$ cat src/rtl/imem_arbiter_pkg.sv
// Shared CPU control constants: instruction-memory arbiter state
// encoding and default program-memory geometry.
package imem_arbiter_pkg;

  typedef enum logic [1:0] {
    ST_RUN     = 2'd0,
    ST_LOAD    = 2'd1,
    ST_RESTART = 2'd2
  } arb_state_t;

  localparam int IMEM_ADDR_W     = 14;
  localparam int IMEM_LOAD_WORDS = 16384;

endpackage

$ cat src/rtl/imem_arbiter.sv
// Shares the instruction memory between the fetch stage and the
// program loader, holding the CPU while a load session is open.
import imem_arbiter_pkg::*;

module imem_arbiter #(
  parameter int ADDR_W     = IMEM_ADDR_W,
  parameter int LOAD_WORDS = IMEM_LOAD_WORDS
) (
  input  logic              clk,
  input  logic              rst,
  input  logic [ADDR_W-1:0] fetch_addr,
  output logic [31:0]       fetch_inst,
  input  logic              ld_start,
  input  logic              ld_valid,
  input  logic [31:0]       ld_data,
  input  logic              ld_end,
  output logic              ld_ready,
  output logic [ADDR_W-1:0] mem_addr,
  output logic              mem_we,
  output logic [31:0]       mem_wdata,
  input  logic [31:0]       mem_rdata,
  output logic              cpu_hold,
  output logic              cpu_restart,
  output logic [ADDR_W:0]   load_count
);

  localparam logic [ADDR_W:0] LIMIT =
    (ADDR_W+1)'(LOAD_WORDS);

  arb_state_t      state;
  arb_state_t      state_nxt;
  logic            accept;
  logic [ADDR_W:0] cnt_nxt;

  assign fetch_inst = mem_rdata;
  assign accept     = ld_valid & ld_ready;
  assign cnt_nxt    = load_count + 1'b1;

  always_ff @(posedge clk or negedge rst) begin
    if (!rst) begin
      state <= ST_RUN;
    end else begin
      state <= state_nxt;
    end
  end

  always_comb begin
    state_nxt = state;
    unique case (state)
      ST_RUN: begin
        if (ld_start) state_nxt = ST_LOAD;
      end
      ST_LOAD: begin
        // the last word and ld_end may coincide
        if (ld_end || (accept && cnt_nxt == LIMIT))
          state_nxt = ST_RESTART;
      end
      ST_RESTART: state_nxt = ST_RUN;
      default:    state_nxt = ST_RUN;
    endcase
  end

  always_comb begin
    mem_addr    = fetch_addr;
    mem_we      = 1'b0;
    mem_wdata   = '0;
    ld_ready    = 1'b0;
    cpu_hold    = 1'b0;
    cpu_restart = 1'b0;
    unique case (state)
      ST_RUN: begin
        mem_addr = fetch_addr;
      end
      ST_LOAD: begin
        cpu_hold  = 1'b1;
        ld_ready  = (load_count < LIMIT);
        mem_addr  = load_count[ADDR_W-1:0];
        mem_wdata = ld_data;
        mem_we    = ld_valid & (load_count < LIMIT);
      end
      ST_RESTART: begin
        cpu_hold    = 1'b1;
        cpu_restart = 1'b1;
        mem_addr    = '0;
      end
      default: begin
        mem_addr = fetch_addr;
      end
    endcase
  end

  always_ff @(posedge clk or negedge rst) begin
    if (!rst) begin
      load_count <= '0;
    end else if (state == ST_RUN && ld_start) begin
      load_count <= '0;
    end else if (state == ST_LOAD && accept) begin
      load_count <= cnt_nxt;
    end
  end

endmodule

$ cat config.mk
export PLATFORM = sky130hd
export DESIGN_NAME = imem_arbiter
export DESIGN_NICKNAME = d
export VERILOG_FILES = /design/src/rtl/imem_arbiter_pkg.sv /design/src/rtl/imem_arbiter.sv
export SDC_FILE = /design/constraint.sdc
export NUM_CORES = 1
export LEC_CHECK = 0
export CAP_MARGIN = 10
export CORE_MARGIN = 2
export CORE_UTILIZATION = 31
export CTS_BUF_LIST = sky130_fd_sc_hd__clkbuf_2 sky130_fd_sc_hd__clkbuf_4 sky130_fd_sc_hd__clkbuf_8
export DETAILED_ROUTE_END_ITERATION = 16
export GPL_TIMING_DRIVEN = 0
export PLACE_DENSITY = 0.92
export SLEW_MARGIN = 20
export SYNTH_ARGS = -nofsm -noshare
export SYNTH_HDL_FRONTEND = slang
export SYNTH_SLANG_ARGS = --single-unit
$ cat constraint.sdc
create_clock -name clk -period 5.6 [get_ports clk]
set_clock_uncertainty 0.2 [all_clocks]
set_input_delay 1.12 -clock clk [delete_from_list [all_inputs] [get_ports clk]]
set_output_delay 1.12 -clock clk [all_outputs]
set_load 0.05 [all_outputs]
# Yosys cells after proc, flatten, opt, wreduce, memory -nomap -nowiden
# Cells that the tools add are included.
# op_classes
n_eq_ne	5
n_mux	11
n_reduce_logical	8
order_cmp	1
addsub	1
bitwise	2
# ops
op	n
$mux 32	1
$mux 15	2
$pmux 14 s2	1
$add 15x1->15 const B	1
$eq 15x15->1 const B	1
$lt 15x15->1 const B	1
$mux 1	4
$mux 2	2
$ne 2x2->1 const B	2
$pmux 2 s2	1
$logic_and 1x1->1	3
$and 1x1->1	2
$eq 2x1->1 const B	1
$eq 2x2->1 const B	1
$logic_not 2->1	1
$reduce_and 2->1	1
$reduce_bool 2->1	1
$reduce_or 2->1	1
$logic_or 1x1->1	1
# totals
elab_cells	30
inputBits	83
out_inout_bits	97
reg_bits	17

# Longest topological paths before layout
# logic_depth
ltp_word	7
mapped_depth	8
ltp_nobuf	8

# Worst setup path after synthesis
# OpenSTA, ideal clock, no wires.
# synth_path
path_kind	reg2out
from	register state[1]
to	output mem_addr[10]
stages_incl_launch_ff	5
t_arrival_ps	2318
setup_slack_ps	1962
t_required_ps	4280
path_buffers	1
cell_sequence	dfrtp_1 inv_1 ha_1 clkbuf_1 o21ai_0
# synth_via
elab_chain_len	2
elab_cells_between_ends	3
cone_classes	eq/ne: 2; mux: 1
# synth_rtl
item	line	text
start: declaration	imem_arbiter.sv:30	arb_state_t state;
start signal: assignment	imem_arbiter.sv:43	state <= state_nxt;
$eq 2x2->1 / $eq 2x1->1 (equally long branches)	imem_arbiter.sv:70	unique case (state)
$pmux 14 s2 (*)	imem_arbiter.sv:70	
end: declaration	imem_arbiter.sv:18	output logic [ADDR_W-1:0] mem_addr,
# Every way passes the cells marked *; elsewhere a longest branch is shown, timed or not.

# Final worst setup path
# layout_path
from	register state[1]
to	output mem_addr[4]
# The elaborated chain is that of the path after synthesis.

==> flow_summary.rst <==
.. list-table::
   :header-rows: 1

   * - Metric
     - Value
   * - Antenna violations before repair
     - 0
   * - Total die area
     - roughly 0.0060 mm2
   * - Via count
     - 1933
   * - Worst endpoint required time
     - ~4.3 ns
   * - Ratio of final minimum period to clock period
     - between 70% and 80%
   * - Min Tclk post-route
     - between 4 and 5 ns
   * - Share of final-layout standard cells stronger than drive strength 1
     - between 10% and 20%
   * - Status
     - completed
   * - Worst reg2reg setup slack
     - 3.55 ns
   * - Final hold viol count
     - 0
   * - Cell count of the worst reg-to-reg path
     - 7
   * - Dominant register cell in the synthesized netlist
     - sky130_fd_sc_hd__dfrtp_1
   * - Remaining max-slew budget at the tightest pin
     - 49.9%
   * - Routability congestion estimate from global placement
     - 0.787
   * - Via-to-Cell Ratio
     - roughly 4.5
   * - VDD IR-drop max
     - roughly 0.21 mV
   * - Placement row count
     - 26
   * - Hold Startpoint
     - state[0]$_DFFE_PN0P_
   * - Worst slack on hold paths
     - around 0.42 ns
   * - Sequential element share of the synthesized area
     - about a quarter
   * - Reg-to-reg critical path startpoint
     - state[1]$_DFFE_PN0P_
   * - Main area contributors after synthesis
     - sky130_fd_sc_hd__dfrtp_1 (26%), sky130_fd_sc_hd__buf_4 (15%), sky130_fd_sc_hd__and2_1 (13%)
   * - Yosys top cell area share
     - 25.5%
   * - Unrepaired setup endpoints after global routing
     - false
   * - Global-route wire length before repair
     - 9380 um
   * - DRC violations left
     - 0
   * - Number of maximum-capacitance constraint violations
     - 0
   * - Inserted Diodes
     - 0
   * - Quantity of gates resized following cts
     - 0
   * - Async SR Flop Fraction
     - 100%
   * - Root Buffer
     - sky130_fd_sc_hd__clkbuf_8
   * - Leading area contributor after synthesis
     - sky130_fd_sc_hd__dfrtp_1
   * - Net total in the final layout
     - ~450
   * - Detailed Route WL
     - between 5000 and 6000 um
   * - CTS Buffer Depth
     - 2
   * - Top-Level Pins
     - 180
   * - Type of the worst setup path
     - reg -> out
   * - P&R area growth vs syn
     - 96.5%
   * - Remaining antenna violation count after routing
     - 0
   * - Terminus of the critical flop-to-flop path
     - load_count[9]$_DFFE_PN0P_
   * - DPL Wire Length
     - roughly 4800 um
   * - Number of buffers inserted during clock tree synthesis
     - 3
   * - GRT Residual Overflow
     - 0
   * - Maximum frequency from static timing analysis
     - approximately 240 MHz
   * - Count of placed standard cells including taps
     - 430
   * - Clock edge transition at the registers on the reported setup and hold paths
     - ~0.070 ns
   * - Number of slew-limit violations in the final report
     - 0
   * - Type of element launching the critical path
     - register
   * - Number of flip-flops and latches in the synthesized netlist
     - 17
   * - Die Y-Extent
     - between 70 and 80 um
   * - Leak Pwr
     - about 1.4 nW
   * - Number of synthesized flops with an enable pin
     - 0
   * - Count of warnings emitted by yosys
     - 0
   * - Average wire length per cell after detail routing
     - 13.5 um
   * - Setup violations, final
     - 0
   * - First drt pass iteration count
     - 4
   * - Aggregate global-route resource usage
     - roughly a fifth
   * - Total of buffers placed on input and output ports
     - 147
   * - Starting density of the core
     - 32.4%
   * - Power density relative to cell area
     - about 410 mW/mm2
   * - Critical Path Fanout Max
     - 10
   * - Core Region
     - 0.00514 mm2
   * - Post-CTS setup buffer count
     - 0
   * - First element of the critical path
     - state[1]$_DFFE_PN0P_
   * - Via count of the first global-routing pass
     - 1902
   * - Critical Path Sink
     - mem_addr[4]
   * - # clock sinks
     - 17
   * - Netlist Area Pre-Place
     - 0.00167 mm2
   * - Total number of H-tree levels
     - 1
   * - Nets in the synthesized netlist
     - about 300
   * - Min-Delay Path Class
     - reg -> reg
   * - Chip Width
     - about 77 um
   * - Count of different cell masters after synthesis
     - 38
   * - Pin count of the biggest net entering global routing
     - 18
   * - Slew of the pin with the lowest slew margin
     - 0.749 ns
   * - Number of buffers inserted by hold repair at cts
     - 0
   * - Worst skew pair latency
     - ~0.25 ns
   * - Starting DRC count in detailed routing
     - between 40 and 50
   * - Final-layout setup total negative slack
     - 0 ns
   * - Arr. time, crit path
     - between 2 and 3 ns
   * - Count of non-filler cells in the finished layout
     - 434
   * - Average footprint of a synthesized cell
     - between 7 and 8 um2
   * - CTS tree
     - yes
   * - Kind of capture point of the worst setup path
     - output port
   * - Syn Inst Count
     - 213
## Yosys cell counts (2+ instances only)
master                     number
sky130_fd_sc_hd__nand4_1        2
sky130_fd_sc_hd__o21ai_0       14
sky130_fd_sc_hd__buf_4         33
sky130_fd_sc_hd__inv_1         18
sky130_fd_sc_hd__clkbuf_1       7
sky130_fd_sc_hd__nand2_1       17
sky130_fd_sc_hd__ha_1           5
sky130_fd_sc_hd__xnor2_1        7
sky130_fd_sc_hd__nand3_1        7
sky130_fd_sc_hd__nor2_1        19
sky130_fd_sc_hd__and3_1         3
sky130_fd_sc_hd__xor2_1         6
sky130_fd_sc_hd__and2_1        34
sky130_fd_sc_hd__dfrtp_1       17
## worst max-delay path: stages, from the launching register on
cell,delay (ns)
sky130_fd_sc_hd__dfrtp_1,0.40
sky130_fd_sc_hd__inv_1,0.14
sky130_fd_sc_hd__ha_1,0.23
sky130_fd_sc_hd__clkbuf_2,0.22
sky130_fd_sc_hd__and2_1,0.21
sky130_fd_sc_hd__clkbuf_1,0.41
sky130_fd_sc_hd__nand2_1,0.10
sky130_fd_sc_hd__o21ai_0,0.10
sky130_fd_sc_hd__clkdlybuf4s50_1,0.84
## layout by cell type, fill, tap and decap left out, drive strengths merged, types with 2 or more instances in the layout
cell and n:
clkbuf 12, nand3 8, xor2 7, dfrtp 17
nand2 18, a211oi 2, inv 18, and3 3
xnor2 7, and4 2, nor4 3, nor2 19
clkdlybuf4s50 147, ha 5, nand4 3, and2 34
buf 33, o21ai 14
## logic make-up (layout without fill, tap and decap cells)
kind of cell | count (synthesis) | in the layout | synth area share (%)
and+or+nand+nor | 95 | 95 | 33.4
buffers and inverters | 59 | 210 | 20.8
AOI/OAI and AO/OA | 22 | 22 | 8.04
DFF | 17 | 17 | 25.5
xor gates and xnor gates | 14 | 14 | 7.81
adders and majority gates | 5 | 5 | 3.76
muxes | 1 | 1 | 0.601
## flip-flops by register name, summed over array words and instances (netlist names)
register    cells
load_count     15
state           2
## report_power, final
| group | internal, mW | switching [mW] | leakage [nW] |
|---|---|---|---|
| logic | 0.361 | 0.719 | 1.18 |
| registers | 0.136 | 0.0160 | 0.234 |
| clock network | 0.0553 | 0.0413 | 0.0262 |
| total | 0.552 | 0.776 | 1.44 |
## metal layers
metal / up-vias / share of wire [%] / GRT usage [%]
met2: 97 / 53 / 36.3
met5: - / 0 / 0
met4: 0 / 1.3 / 5.54
met1: 886 / 39 / 21.7
met3: 7 / 6.9 / 3.06
li1: 943 / - / -
## worst min-delay path by stage
stage                            to  slack (ns)  cells past startpoint
2_1_floorplan  state[0]$_DFFE_PN0P_        0.35                      2
3_3_place_gp   state[0]$_DFFE_PN0P_        0.39                      2
3_5_place_dp   state[0]$_DFFE_PN0P_        0.40                      2
4_1_cts        state[0]$_DFFE_PN0P_        0.42                      2
5_1_grt        state[0]$_DFFE_PN0P_        0.45                      2
6_report       state[0]$_DFFE_PN0P_        0.42                      2
## final cells by class
class,count,area (um2)
plain buffers,41,279
clock buffers,4,48.8
fillers,449,1870
inverters,18,67.6
multi-input cells,137,893
flip-flops and latches,17,425
well taps,70,87.6
repair buffers,147,1470
## per-stage QoR
stage	util (%)	cell area, um2	worst slack [ns]	total power [mW]
floorplan	-	1670	1.96	0.874
global placement	62.7	3220	1.52	1.23
detailed placement	62.7	3220	1.51	1.24
CTS	63.7	3270	1.34	1.34
global route	63.7	3270	1.14	1.39
finish	63.7	3270	1.38	1.33
(Power assumes the default switching activity.)
